<file path="config.mk">
export PLATFORM = sky130hd
export DESIGN_NAME = sec_min_counter
export DESIGN_NICKNAME = d
export VERILOG_FILES = /design/src/rtl/sec_min_counter_pkg.sv /design/src/rtl/sec_min_counter_cnt59.sv /design/src/rtl/sec_min_counter.sv
export SDC_FILE = /design/constraint.sdc
export NUM_CORES = 1
export LEC_CHECK = 0
export CAP_MARGIN = 20
export CORE_UTILIZATION = 57
export CTS_BUF_LIST = sky130_fd_sc_hd__clkbuf_8
export DETAILED_ROUTE_END_ITERATION = 10
export GPL_ROUTABILITY_DRIVEN = 0
export GPL_TIMING_DRIVEN = 0
export PLACE_DENSITY = 0.83
export SYNTH_ARGS = -nofsm -noshare
export SYNTH_HDL_FRONTEND = slang
export SYNTH_SLANG_ARGS = --single-unit
export TNS_END_PERCENT = 5
</file>
<file path="constraint.sdc">
create_clock -name clk -period 2.43 [get_ports clk]
set_clock_uncertainty 0.2 [all_clocks]
set_input_delay 0.243 -clock clk [delete_from_list [all_inputs] [get_ports clk]]
set_output_delay 0.243 -clock clk [all_outputs]
set_load 0.05 [all_outputs]
</file>
<file path="src/rtl/sec_min_counter_pkg.sv">
// Shared BCD constants and helpers for the seconds/minutes timebase.
package sec_min_counter_pkg;

    localparam logic [7:0] BCD_ZERO   = 8'h00;
    localparam logic [7:0] BCD_MAX_59 = 8'h59;
    localparam logic [7:0] BCD_M_CLR  = 8'h02;

    // Returns {wrap, next}; wrap is set when 59 rolls over to 00.
    function automatic logic [8:0] bcd_inc59(input logic [7:0] in);
        logic [8:0] r;
        if (in == BCD_MAX_59)
            r = {1'b1, BCD_ZERO};
        else if (in[3:0] >= 4'd9)
            r = {1'b0, in[7:4] + 4'd1, 4'h0};
        else
            r = {1'b0, in[7:4], in[3:0] + 4'd1};
        return r;
    endfunction

    function automatic logic bcd_valid59(input logic [7:0] in);
        return (in[7:4] <= 4'd5) && (in[3:0] <= 4'd9);
    endfunction

endpackage

</file>
<file path="src/rtl/sec_min_counter_cnt59.sv">
// Packed-BCD 00..59 counter; load has priority over increment.
module bcd_cnt59
    import sec_min_counter_pkg::*;
(
    input  logic       i_clk,
    input  logic       i_rst,
    input  logic       i_inc,
    input  logic       i_load,
    input  logic [7:0] i_load_val,
    output logic [7:0] o_value,
    output logic       o_wrap
);

    logic [7:0] r_value;
    logic [8:0] w_nxt;

    assign w_nxt   = bcd_inc59(r_value);
    // Wrap is combinational so the next stage can advance in the same edge.
    assign o_wrap  = i_inc && !i_load && w_nxt[8];
    assign o_value = r_value;

    always_ff @(posedge i_clk or posedge i_rst) begin
        if (i_rst)
            r_value <= BCD_ZERO;
        else if (i_load)
            r_value <= i_load_val;
        else if (i_inc)
            r_value <= w_nxt[7:0];
    end

endmodule

</file>
<file path="src/rtl/sec_min_counter.sv">
// Free-running 1 Hz prescaler with BCD seconds/minutes, minute flag and time-set load.
module sec_min_counter
    import sec_min_counter_pkg::*;
#(
    parameter int CLK_DIV = 50000000,
    parameter int CNT_W   = 26
)
(
    input  logic       clk,
    input  logic       rst,
    input  logic       en,
    input  logic       set_en,
    input  logic [7:0] set_min,
    input  logic [7:0] set_sec,
    output logic [7:0] second,
    output logic [7:0] minute,
    output logic       m_bit,
    output logic       tick_1hz,
    output logic       hour_carry,
    output logic       set_err
);

    logic [CNT_W-1:0] r_presc;
    logic             r_m_bit, r_tick, r_hour_carry, r_set_err;
    logic             w_tick, w_set_ok, w_load, w_sec_inc, w_sec_wrap, w_min_wrap;
    logic [7:0]       w_sec, w_min;
    logic [8:0]       w_sec_nxt;

    assign w_tick    = en && (r_presc == CNT_W'(CLK_DIV - 1));
    assign w_set_ok  = bcd_valid59(set_min) && bcd_valid59(set_sec);
    assign w_load    = set_en && w_set_ok;
    // A valid load swallows a coincident tick; an invalid one does not.
    assign w_sec_inc = w_tick && !w_load;
    assign w_sec_nxt = bcd_inc59(w_sec);

    bcd_cnt59 u_sec (
        .i_clk      (clk),
        .i_rst      (rst),
        .i_inc      (w_sec_inc),
        .i_load     (w_load),
        .i_load_val (set_sec),
        .o_value    (w_sec),
        .o_wrap     (w_sec_wrap)
    );

    bcd_cnt59 u_min (
        .i_clk      (clk),
        .i_rst      (rst),
        .i_inc      (w_sec_wrap),
        .i_load     (w_load),
        .i_load_val (set_min),
        .o_value    (w_min),
        .o_wrap     (w_min_wrap)
    );

    always_ff @(posedge clk or posedge rst) begin
        if (rst) begin
            r_presc      <= '0;
            r_m_bit      <= 1'b0;
            r_tick       <= 1'b0;
            r_hour_carry <= 1'b0;
            r_set_err    <= 1'b0;
        end else begin
            r_tick       <= w_sec_inc;
            r_hour_carry <= w_min_wrap;
            r_set_err    <= set_en && !w_set_ok;
            if (w_load) begin
                r_presc <= '0;
                r_m_bit <= 1'b0;
            end else begin
                if (en)
                    r_presc <= w_tick ? '0 : r_presc + 1'b1;
                // m_bit covers seconds 00 and 01 after a rollover.
                if (w_sec_wrap)
                    r_m_bit <= 1'b1;
                else if (w_sec_inc && w_sec_nxt[7:0] == BCD_M_CLR)
                    r_m_bit <= 1'b0;
            end
        end
    end

    assign second     = w_sec;
    assign minute     = w_min;
    assign m_bit      = r_m_bit;
    assign tick_1hz   = r_tick;
    assign hour_carry = r_hour_carry;
    assign set_err    = r_set_err;

endmodule

</file>
Word level (Yosys, flattened, before mapping)
Index checks and enable logic that the tools add are counted.
- register bits: 46
- output and inout port bits: 20
- logic and storage cells: 57
- add/sub/neg operators: 5
- magnitude comparators: 6
- equality and inequality tests: 4
- multiplexer cells: 14
- reductions and logical operators: 20
- operators with widths (operator ; count):
    $mux 26 ; 3
    $mux 8 ; 6
    $add 26x1->26 const B ; 1
    $eq 26x26->1 const B ; 1
    $mux 9 ; 2
    $add 4x1->4 const B ; 4
    $eq 8x7->1 const B ; 2
    $logic_and 1x1->1 ; 12
    $eq 8x2->1 const B ; 1
    $ge 4x4->1 const B ; 2
    $le 4x3->1 const B ; 2
    $le 4x4->1 const B ; 2
    $reduce_bool 2->1 ; 3
    $reduce_bool 3->1 ; 2
    $mux 1 ; 3
    $logic_not 1->1 ; 2
    $reduce_and 2->1 ; 1

Logic depth before layout (Yosys ltp)
- depth after elaboration: 10
- gate-level depth with buffers: 8

Cells and area by module
From an unflattened synthesis, not the netlist that was laid out.
- cells, all modules: 311
- area total of the unflattened synthesis: 2996.6 sq um
- modules (own cells, without submodules) (module ; instances ; cells each ; area each (sq um) ; seq. area each (sq um)):
    sec_min_counter ; 1 ; 177 ; 1808.0 ; 750.7
    bcd_cnt59 ; 2 ; 67 ; 594.3 ; 200.2

Worst setup path before layout
Ideal clock, no wire load.
- path type: register -> register
- start point: reg u_sec.r_value[0], in the netlist u_sec.o_value[0]
- end point: reg r_m_bit, in the netlist m_bit
- setup time: 0.120 ns
- data arrival time: 2.136 ns
- required time: 2.110 ns
- path slack: -0.026 ns
- stages on the path, launching flop included: 7
- path buffers: 0
- period minus slack after synthesis: 2.456 ns
- cells stage by stage: dfrtp_1 > inv_1 > ha_1 > or4b_2 > nor4_1 > o2111ai_1 > o211a_1
- cells in the longest elaborated chain, start to end: 6
- elaborated cells between the ends (all ways): 11
- ends and longest elaborated chain (element ; RTL line ; RTL):
    start, declared ; sec_min_counter_cnt59.sv:14 ; logic [7:0] r_value;
    start signal, assigned ; sec_min_counter_cnt59.sv:26 ; r_value <= i_load_val;
    start signal, assigned ; sec_min_counter_cnt59.sv:28 ; r_value <= w_nxt[7:0];
    $add 4x1->4 / $ge 4x4->1 (equally long branches) ; sec_min_counter_pkg.sv:16, sec_min_counter_pkg.sv:13 ;
    $mux 8 ; - ;
    $mux 9 (*) ; sec_min_counter_pkg.sv:11 ; if (in == BCD_MAX_59)
    $eq 8x2->1 ; sec_min_counter.sv:76 ; else if (w_sec_inc && w_sec_nxt[7:0] == BCD_M_CLR)
    $logic_and 1x1->1 ; sec_min_counter.sv:76 ;
    $reduce_bool 3->1 (no source line) ; - ;
    end signal, assigned ; sec_min_counter.sv:69 ; r_m_bit <= 1'b0;
    end signal, assigned ; sec_min_counter.sv:75 ; r_m_bit <= 1'b1;
    end signal, assigned ; sec_min_counter.sv:77 ; r_m_bit <= 1'b0;
    end, declared ; sec_min_counter.sv:24 ; logic r_m_bit, r_tick, r_hour_carry, r_set_err;
Every way passes the cells marked *; elsewhere a longest branch is shown, timed or not.
A chain may end at the register's enable or synchronous reset.

Worst setup path in the final report
- start point: reg r_presc[0]
- end point: reg u_sec.r_value[6], in the netlist u_sec.o_value[6]
- cells in the longest elaborated chain, start to end: 4
- ends and longest elaborated chain (element ; RTL line ; RTL):
    start, declared ; sec_min_counter.sv:23 ; logic [CNT_W-1:0] r_presc;
    start signal, assigned ; sec_min_counter.sv:72 ; r_presc <= w_tick ? '0 : r_presc + 1'b1;
    $eq 26x26->1 ; sec_min_counter.sv:29 ; assign w_tick = en && (r_presc == CNT_W'(CLK_DIV - 1));
    $logic_and 1x1->1 ; sec_min_counter.sv:29 ;
    $logic_and 1x1->1 ; sec_min_counter.sv:33 ; assign w_sec_inc = w_tick && !w_load;
    $reduce_bool 2->1 (no source line) ; - ;
No other way between the ends.

==> results.md <==
- Crit start category: register
- Drt wl/cell: 15.9 um
- Worst EP arrival: 2.31 ns
- DR vias: 2530
- Die Wd: 73.0 um
- Clock Latency Late Sink: 0.30 ns
- Post-synth cell types: 59
- Fin. Hold Viols: 0
- Vias in the first global route: 2422
- Initial DRT Pass Iterations: 4
- Filler cell count in the final layout: 364
- Most frequent cells after synthesis: dfrtp_1 (46), nor2_1 (33), nand2_1 (27), nand3_1 (16), xnor2_1 (14)
- IO Port Bufs: 39
- Clock root cell: clkbuf_8
- Max Cap Viol: 0
- Critical path peak fanout: 10
- Most frequent cell after synthesis: dfrtp_1
- HP Class: input port to async pin
- DRC violation total after the first TritonRoute iteration: 166
- Die Footprint: 5330 um2
- Row count: 25
- Status: completed
- Pin count of the biggest net entering global routing: 31
- Share of the synthesized area in the top cell type: 0.401
- Post-synthesis sequential area ratio: 0.401
- Post-CTS Hold Fix Bufs: 0
- Via density: 5.94
- Pwr Total: 0.00249 W
- Clk slew on worst S/H paths: 0.09 ns
- Area of the multi-input gates: 1610 um2
- Setup Viol. Count Final: 0
- First-pass GRT wire length: 11300 um
- Post-Syn Area: 2870 um2
- Remaining global-route overflow: 0
- EDFF count, synth: 0
- Unrepaired setup endpoints after global routing: true
- Worst Path Buf+Inv: 1
- Clk buf depth: 2
- Final worst path period need: 2.31 ns
- Required time of the worst setup path: 2.43 ns
- Seq cells post-synth: 46
- Primary FF master, synth: dfrtp_1
- Pwr dens: 709 nW/um2
- IO Count: 40
- Post-DP HPWL: 4750 um
- Drc violations: 0
- Leakage Power: 1.44 nW
- CTS H-Tree Depth: 2
- Synth area leaders: dfrtp_1 (40%), ha_1 (4.8%), nor2_1 (4.3%)
- Tcrit/Tclk final: 0.952
- CP peak stage delay: 0.44 ns
- Slew Viols, Final: 0
- Core area: 4790 um2
- Layout area overhead: 22.3%
- Die H: 73.0 um
- Overall Global Routing Usage: 0.274
- Initial antenna violation count: 0
- N_diodes: 0
- Initial core utilization: 0.600
- Highest Clock Rate: 432 MHz
- Worst-margin pin slew: 0.608 ns
- Inserted Clock Buffers: 5
- Synth Net Count: 340
- Critical path class: register to register
- Worst Setup Slack, final: 0.116 ns
- Ordered cell list for the critical path: ha_1 -> and3_2 -> and4_4 -> nand3_1 -> clkbuf_1 -> o31ai_1 -> o22a_1
- Crit. End Element: register
- Synth Instances: 309
- Final WL: 6770 um
- Crit-path leading delay family: simple AND/OR/NAND/NOR gates
- Nets: 389
- FF/Latch Area: 1150 um2
- Async set-or-reset flop fraction in the synthesized netlist: 1.00
- Synthesized area per cell: 9.30 um2
- Place WS: -0.244 ns
- Worst IR Drop VDD: 0.382 mV
- Placed cells: 416
- TritonCTS clock tree: done
- YS warnings: 0
- Hold Slack: 0.0308 ns
- Critical path's slowest cell: clkbuf_1
- Number of routed nets with antenna violations: 0
- # clock sinks: 46
- Area leader, netlist: dfrtp_1
- Fraction of layout cells with a size suffix above 1: 0.114
- Max-slew headroom: 0.594
- Final core occ: 0.734
- Post-Layout Cell Count: 426
==> kinds of logic (layout without fill, tap and decap cells) <==
group / after synthesis / in the layout / share of synthesized area
DFF: 46 / 46 / 0.401
xor gates and xnor gates: 19 / 19 / 0.0579
AOI/OAI and AO/OA: 55 / 55 / 0.130
muxes: 1 / 1 / 0.00348
buffers and inverters: 25 / 75 / 0.0427
adders and majority gates: 11 / 11 / 0.0479
and+or+nand+nor: 152 / 152 / 0.317
==> through the flow <==
stage / TNS (ns) / area, um2
floorplan: 0 / 2870
global placement: -5.24 / 3350
detailed placement: -5.67 / 3370
CTS: 0 / 3470
global route: -0.0545 / 3510
finish: 0 / 3510
==> registers in the layout, indices dropped and copies added (netlist names) <==
name	cells
hour_carry	1
set_err	1
r_presc	26
tick_1hz	1
u_sec.o_value	8
m_bit	1
u_min.o_value	8
==> what timing repair did <==
| action | CTS | global route |
|---|---|---|
| setup endpoints to repair | 0 | 31 |
| buffers inserted | 0 | 2 |
| gates resized for setup | 0 | 6 |
==> area by class of cell <==
class | instances | share of cell area
plain buffers | 15 | 0.0246
clock buffers | 5 | 0.0196
clock inverters | 3 | 0.0107
inverters | 10 | 0.0107
multi-input cells | 238 | 0.458
flip-flops and latches | 46 | 0.328
well taps | 67 | 0.0239
repair buffers | 42 | 0.125
==> where the power goes <==
group          internal (W)  switching, W  total, W
Combinational      0.000345      0.000518  0.000863
Clock              0.000300      0.000255  0.000555
Sequential         0.000890      0.000182   0.00107
==> cells in the final DEF, fill, tap and decap left out, drive strengths merged, types with 4 or more instances in the layout <==
master / n
and2: 4
dfrtp: 46
a21oi: 10
clkbuf: 11
or3: 8
inv: 12
nand4: 11
nor2: 34
nor3: 8
o21ai: 15
buf: 12
nand2: 27
xor2: 5
nor4b: 4
nand3: 16
ha: 11
clkdlybuf4s50: 39
nand4b: 4
and4: 6
a31oi: 7
nand2b: 4
xnor2: 14
nor3b: 4
nor4: 8
==> worst paths after layout <==
check / start / end / slack [ns] / depth (start not counted)
hold / removal: rst / u_sec.o_value[3]$_DFFE_PP0P_ / 0.03 / 2
hold reg to reg: r_presc[23]$_DFFE_PP0P_ / r_presc[23]$_DFFE_PP0P_ / 0.31 / 2
setup / recovery: r_presc[0]$_DFFE_PP0P_ / u_sec.o_value[6]$_DFFE_PP0P_ / 0.12 / 7
setup reg to reg: r_presc[0]$_DFFE_PP0P_ / u_sec.o_value[6]$_DFFE_PP0P_ / 0.12 / 7
min in group clk: set_sec[3] / u_sec.o_value[3]$_DFFE_PP0P_ / 0.31 / 3
max in group asynchronous: rst / r_presc[11]$_DFFE_PP0P_ / 1.51 / 3
==> per-layer routing <==
metal	up-vias	global-route usage	share of wire
li1	1227	-	-
met1	1230	0.373	0.46
met2	65	0.457	0.49
met3	8	0.0483	0.039
met4	0	0.0632	0.010
met5	-	0	0
No activity file was read; power rests on OpenSTA's default activity.
